### config.mk
export PLATFORM = sky130hd
export DESIGN_NAME = vend_ctrl
export DESIGN_NICKNAME = d
export VERILOG_FILES = /design/src/rtl/vend_ctrl_pkg.sv /design/src/rtl/vend_ctrl_bin2bcd_99.sv /design/src/rtl/vend_ctrl.sv
export SDC_FILE = /design/constraint.sdc
export NUM_CORES = 1
export LEC_CHECK = 0
export ABC_CLOCK_PERIOD_IN_PS = 6300
export CAP_MARGIN = 15
export CORE_MARGIN = 2
export CORE_UTILIZATION = 35
export DETAILED_ROUTE_END_ITERATION = 6
export PLACE_DENSITY_LB_ADDON = 0.05
export SLEW_MARGIN = 20
export SYNTH_ARGS = -nofsm -noshare
export SYNTH_HDL_FRONTEND = slang
export SYNTH_SLANG_ARGS = --single-unit
### constraint.sdc
create_clock -name clk -period 6.3 [get_ports clk]
set_input_delay 1.26 -clock clk [delete_from_list [all_inputs] [get_ports clk]]
set_output_delay 1.26 -clock clk [all_outputs]
set_load 0.01 [all_outputs]
### src/rtl/vend_ctrl_pkg.sv
// Shared definitions for the vending-machine controller: item codes, coin
// values, credit ceiling and FSM state encoding.
package vend_ctrl_pkg;

  localparam logic [1:0] ITEM_APPLE  = 2'd0;
  localparam logic [1:0] ITEM_BANANA = 2'd1;
  localparam logic [1:0] ITEM_CARROT = 2'd2;
  localparam logic [1:0] ITEM_DATE   = 2'd3;

  localparam logic [6:0] COIN_NICKEL  = 7'd5;
  localparam logic [6:0] COIN_DIME    = 7'd10;
  localparam logic [6:0] COIN_QUARTER = 7'd25;

  localparam logic [6:0] MAX_CREDIT = 7'd99;

  typedef enum logic {
    ST_IDLE = 1'b0,
    ST_HOLD = 1'b1
  } state_t;

endpackage

### src/rtl/vend_ctrl_bin2bcd_99.sv
// Combinational binary (0..99) to two-digit BCD converter.
module bin2bcd_99 (
  input  logic [6:0] bin,
  output logic [7:0] bcd
);

  logic [3:0] tens;
  logic [3:0] units;

  always_comb begin
    tens = 4'd0;
    for (int t = 1; t < 10; t++) begin
      if (bin >= 7'(t * 10)) tens = 4'(t);
    end
    units = 4'(bin - 7'(tens) * 7'd10);
  end

  assign bcd = {tens, units};

endmodule

### src/rtl/vend_ctrl.sv
// Vending-machine controller: coin credit, item vend/error pulses with a
// selection hold-off window, refund, and BCD credit/refund outputs.
module vend_ctrl
  import vend_ctrl_pkg::*;
#(
  parameter int PRICE_A     = 50,
  parameter int PRICE_B     = 35,
  parameter int PRICE_C     = 25,
  parameter int PRICE_D     = 75,
  parameter int HOLD_CYCLES = 5
) (
  input  logic       clk,
  input  logic       reset,
  input  logic       nickel,
  input  logic       dime,
  input  logic       quarter,
  input  logic [1:0] sel,
  input  logic       sel_valid,
  input  logic       refund,
  output logic       apple,
  output logic       banana,
  output logic       carrot,
  output logic       date,
  output logic       error,
  output logic       coin_reject,
  output logic [7:0] credit,
  output logic       refund_pulse,
  output logic [7:0] refund_amt
);

  localparam logic [3:0] HOLD_INIT = 4'(HOLD_CYCLES);

  function automatic logic [6:0] price_of(input logic [1:0] s);
    case (s)
      ITEM_APPLE:  price_of = 7'(PRICE_A);
      ITEM_BANANA: price_of = 7'(PRICE_B);
      ITEM_CARROT: price_of = 7'(PRICE_C);
      ITEM_DATE:   price_of = 7'(PRICE_D);
      default:     price_of = 7'(PRICE_A);
    endcase
  endfunction

  state_t     state_reg, state_next;
  logic [3:0] hold_cnt_reg, hold_cnt_next;
  logic [6:0] cr_reg, cr_next;
  logic [7:0] credit_reg, credit_next;
  logic [7:0] refund_amt_reg, refund_amt_next;
  logic [7:0] refund_bcd;
  logic [3:0] item_reg, item_next;
  logic       error_reg, error_next;
  logic       coin_reject_reg, coin_reject_next;
  logic       refund_pulse_reg, refund_pulse_next;

  logic [6:0] cr_after_ref, cr_after_sel, coin_val, price;
  logic [7:0] coin_sum;
  logic       sel_err, overflow, multi_coin;

  bin2bcd_99 u_credit_bcd (.bin(cr_next), .bcd(credit_next));
  bin2bcd_99 u_refund_bcd (.bin(cr_reg),  .bcd(refund_bcd));

  always_comb begin
    state_next        = state_reg;
    hold_cnt_next     = hold_cnt_reg;
    refund_amt_next   = refund_amt_reg;
    refund_pulse_next = 1'b0;
    coin_reject_next  = 1'b0;
    item_next         = 4'b0000;
    sel_err           = 1'b0;
    overflow          = 1'b0;
    price             = price_of(sel);
    cr_after_ref      = cr_reg;

    // Only the highest-value coin is taken; the others go straight back.
    if (quarter)     coin_val = COIN_QUARTER;
    else if (dime)   coin_val = COIN_DIME;
    else if (nickel) coin_val = COIN_NICKEL;
    else             coin_val = 7'd0;
    multi_coin = (nickel & dime) | (nickel & quarter) | (dime & quarter);

    if (refund) begin
      refund_pulse_next = 1'b1;
      refund_amt_next   = refund_bcd;
      cr_after_ref      = 7'd0;
    end

    cr_after_sel = cr_after_ref;
    if (state_reg == ST_HOLD) begin
      hold_cnt_next = hold_cnt_reg - 4'd1;
      if (hold_cnt_reg <= 4'd1) begin
        hold_cnt_next = 4'd0;
        state_next    = ST_IDLE;
      end
    end else if (sel_valid && !refund) begin
      state_next    = ST_HOLD;
      hold_cnt_next = HOLD_INIT;
      if (cr_after_ref >= price) begin
        cr_after_sel = cr_after_ref - price;
        item_next    = 4'b0001 << sel;
      end else begin
        sel_err = 1'b1;
      end
    end

    coin_sum = {1'b0, cr_after_sel} + {1'b0, coin_val};
    cr_next  = cr_after_sel;
    if (coin_sum > {1'b0, MAX_CREDIT}) begin
      overflow         = 1'b1;
      coin_reject_next = 1'b1;
      if (state_reg == ST_IDLE) begin
        state_next    = ST_HOLD;
        hold_cnt_next = HOLD_INIT;
      end
    end else begin
      cr_next = coin_sum[6:0];
    end
    if (multi_coin) coin_reject_next = 1'b1;

    // A successful vend takes priority over the overflow error indication.
    error_next = sel_err | (overflow & ~(|item_next));
  end

  always_ff @(posedge clk or posedge reset) begin
    if (reset) begin
      state_reg        <= ST_IDLE;
      hold_cnt_reg     <= 4'd0;
      cr_reg           <= 7'd0;
      credit_reg       <= 8'h00;
      refund_amt_reg   <= 8'h00;
      item_reg         <= 4'b0000;
      error_reg        <= 1'b0;
      coin_reject_reg  <= 1'b0;
      refund_pulse_reg <= 1'b0;
    end else begin
      state_reg        <= state_next;
      hold_cnt_reg     <= hold_cnt_next;
      cr_reg           <= cr_next;
      credit_reg       <= credit_next;
      refund_amt_reg   <= refund_amt_next;
      item_reg         <= item_next;
      error_reg        <= error_next;
      coin_reject_reg  <= coin_reject_next;
      refund_pulse_reg <= refund_pulse_next;
    end
  end

  assign apple        = item_reg[0];
  assign banana       = item_reg[1];
  assign carrot       = item_reg[2];
  assign date         = item_reg[3];
  assign error        = error_reg;
  assign coin_reject  = coin_reject_reg;
  assign refund_pulse = refund_pulse_reg;
  assign credit       = credit_reg;
  assign refund_amt   = refund_amt_reg;

endmodule
==> flow_summary.toml <==
[clock_network]
cts_tree = "done"
htreeDepth = 2
clockBufferDepth = 2
worstSkewPairLatency_ps = 290
numCtsBuffers = 5
root_buffer = "clkbuf_8"
cts_sinks = 34
cts-hold-fix-buffers = 0
clk_pin_slew_ps = 80

[power_and_ir_drop]
p_sw_share_pct = 41.5
clock_power_share_pct = 8.1
p_seq_share_pct = 18.4
p_int_w = 0.00125
pwr-share-comb_pct = 73.5
power_density_nw_per_um2 = 467
total_power_w = 0.00214
leakage_nw = 2.07
max-vdd-ir-drop_mv = 0.232
power_switching_w = 0.000888

[floorplan]
fp.dieH_um = 96.7
die_x_um = 96.7
core_um2 = 8260
initial_utilization_pct = 36.5
die-area_um2 = 9360
io_pins = 32
rows = 33

[worst_setup_path]
start_kind = "input port"
cp.arrival_ps = 6360
cp.required_ps = 6460
worst-setup-path-type = "in2reg"
cp-end-kind = "flop"
cp_max_fo = 5

[detailed_routing]
drtAntennaViolNets = 0
wl_um = 8860
wl_per_cell_um = 15.3
detailedRoute.firstIterationViolations = 108
viasPerCell = 5.09
dr.pass1.iters = 5
drc = 0
vias = 2955

[finish]
antenna_cells = 0
multi_input_area_um2 = 2250
final_common_cell = "buf_4"
syn_to_final_growth_pct = 52.2
layout_common_cells = "108 x buf_4, 34 x dfrtp_1, 29 x inv_1, 29 x nor2_1, 28 x clkdlybuf4s50_1"
seq_area_um2 = 851
finalNetCount = 502
fillers = 756
layout-drive-gt1-share_pct = 40.2
fin_area_um2 = 4580
final_cells = 580

[worst_hold_path]
hp-class = "reg2reg"

[global_routing]
grt_max_degree = 35
grt_pass1_wl_um = 14800
grt_overflow = 0
antenna_found_initial = 0
grtUsageTotal_pct = 19.3
grt_pass1_vias = 3034

[yosys]
netlist.area_leader.share_pct = 28.3
syn_nets = 369
syn_inst = 341
async_flop_share_pct = 100
syn-cell-area_um2 = 3010
synth_area_leader_cell = "dfrtp_1"
synth_ff_type = "dfrtp_1"
ys_warn_count = 0
yosys-top-cells-area = "dfrtp_1 28%, ha_1 6.2%, o21ai_0 4.0%"
synth.avg_cell_area_um2 = 8.83
synth-edff-count = 0
synth_seq_cells = 34
ys_seq_area_share_pct = 28.3
ys_types = 75

[timing]
setup_ws_ps = 102
rsz0062_at_grt = "true"
fin_crit_sh_pct = 98.4
worst_pin_slew_ps = 640
whs_ps = 489
fin_crit_ps = 6200
hold_viol = 0
drv_slew = 0
fin_skew_ps = 7.86
fmax_ghz = 0.161
setup_viol = 0
max_slew_margin_pct = 56.9

[placed_design]
port_buffers = 31
detailed_place_hpwl_um = 6960
place_ws_ps = -735
placedCellCount = 564
placed_area_um2 = 4210
place_congestion = 0.842

[job]
maxCapViolCount = 0

[run_status]
status = "finished, final reports clean"
==> worst max-delay path: stages <==
cell and delay (ps):
buf_8 100, or2_4 260, ha_4 210, nand2b_4 140, a211oi_4 290, o21bai_4 120, nand2_4 100, mux2i_4 260
ha_4 190, inv_4 30, fa_2 390, inv_2 80, buf_4 120, o211ai_1 120, o211ai_1 270, a21o_1 190
o2111ai_2 140, o32ai_2 340, buf_4 210, nor3_4 50, a311oi_2 280, o2bb2a_4 200, o221ai_4 110, ha_2 200
fa_2 340, xnor3_1 350
==> per-stage QoR <==
stage | TNS, ps | utilization, %
4_1_cts | 0 | 53.1
5_1_grt | -168 | 55.5
2_1_floorplan | -321 | -
3_3_place_gp | -1460 | 51.0
3_5_place_dp | -2360 | 51.0
6_report | 0 | 55.5
==> final timing paths <==
path | from | end | slack, ps | cells past startpoint
min reg2reg | refund_amt[4] | refund_amt[4] | 490 | 2
max in group asynchronous | reset | cr_reg[3] | 4620 | 3
max reg2reg | cr_reg[5] | credit[3] | 610 | 26
min in group asynchronous | reset | refund_amt[2] | 1360 | 3
min | refund_amt[4] | refund_amt[4] | 490 | 2
max | sel[1] | credit[3] | 100 | 26
==> cells in the mapped netlist, types with 2 or more instances <==
library cell / n
o211a_1: 2
dfrtp_1: 34
a211oi_1: 3
xnor2_1: 10
o21ba_2: 2
a21oi_1: 17
a311o_1: 3
buf_6: 4
nor3_1: 12
nor3b_4: 2
a21boi_0: 6
a311oi_2: 2
nor2b_1: 4
nor4_1: 2
nand2_1: 24
a31oi_1: 6
xor2_1: 3
nand2b_1: 7
o211ai_1: 3
o21ai_0: 24
or2_2: 2
o2111ai_1: 3
nor3b_1: 2
inv_1: 31
o21bai_1: 2
ha_1: 15
clkbuf_1: 7
o22a_1: 2
nor2_1: 30
nand4_1: 4
mux2_2: 3
mux2i_1: 9
nand3_1: 8
fa_1: 4
o22ai_1: 4
o21a_1: 3
a21o_1: 4
==> power by group through the flow <==
stage                     sequential, W  combinational [W]  clock [W]
final                          0.000394            0.00157   0.000174
after floorplan                0.000385           0.000866          0
after detailed placement       0.000397            0.00143          0
after global routing           0.000408            0.00174   0.000189
after CTS                      0.000393            0.00148   0.000181
after global placement         0.000396            0.00143          0
==> per-layer routing <==
layer / global-route usage [%] / share of wire, % / wire length (um)
met1: 25.7 / 47 / 4190
met2: 32.9 / 49 / 4300
met3: 2.02 / 2.7 / 242
met4: 6.18 / 1.3 / 117
met5: 0 / 0 / 0
==> repair_timing <==
item                                    CTS  global route
pin swaps                                13            21
resized for setup                        17            44
setup buffers                             5             2
cloned                                    1             0
endpoints found under the setup margin    3             3
==> layout make-up <==
cell class	instances	area share, %
multi-input combinational	261	49.1
sequential	34	18.6
timing repair buffer	139	24.5
tap	105	2.87
clock buffer	6	1.80
inverter	33	2.87
clock inverter	2	0.273
==> cells by family (layout without fill, tap and decap cells) <==
family                     Yosys count  after routing  synth area share, %
AOI/OAI and AO/OA                  107            107                 27.9
muxes                               13             13                 4.86
buffers and inverters               47            180                 7.02
xor gates and xnor gates            14             14                 4.53
DFF                                 34             34                 28.3
adders and majority gates           20             20                 9.23
and+or+nand+nor                    106            107                 18.2
(Power assumes the default switching activity.)
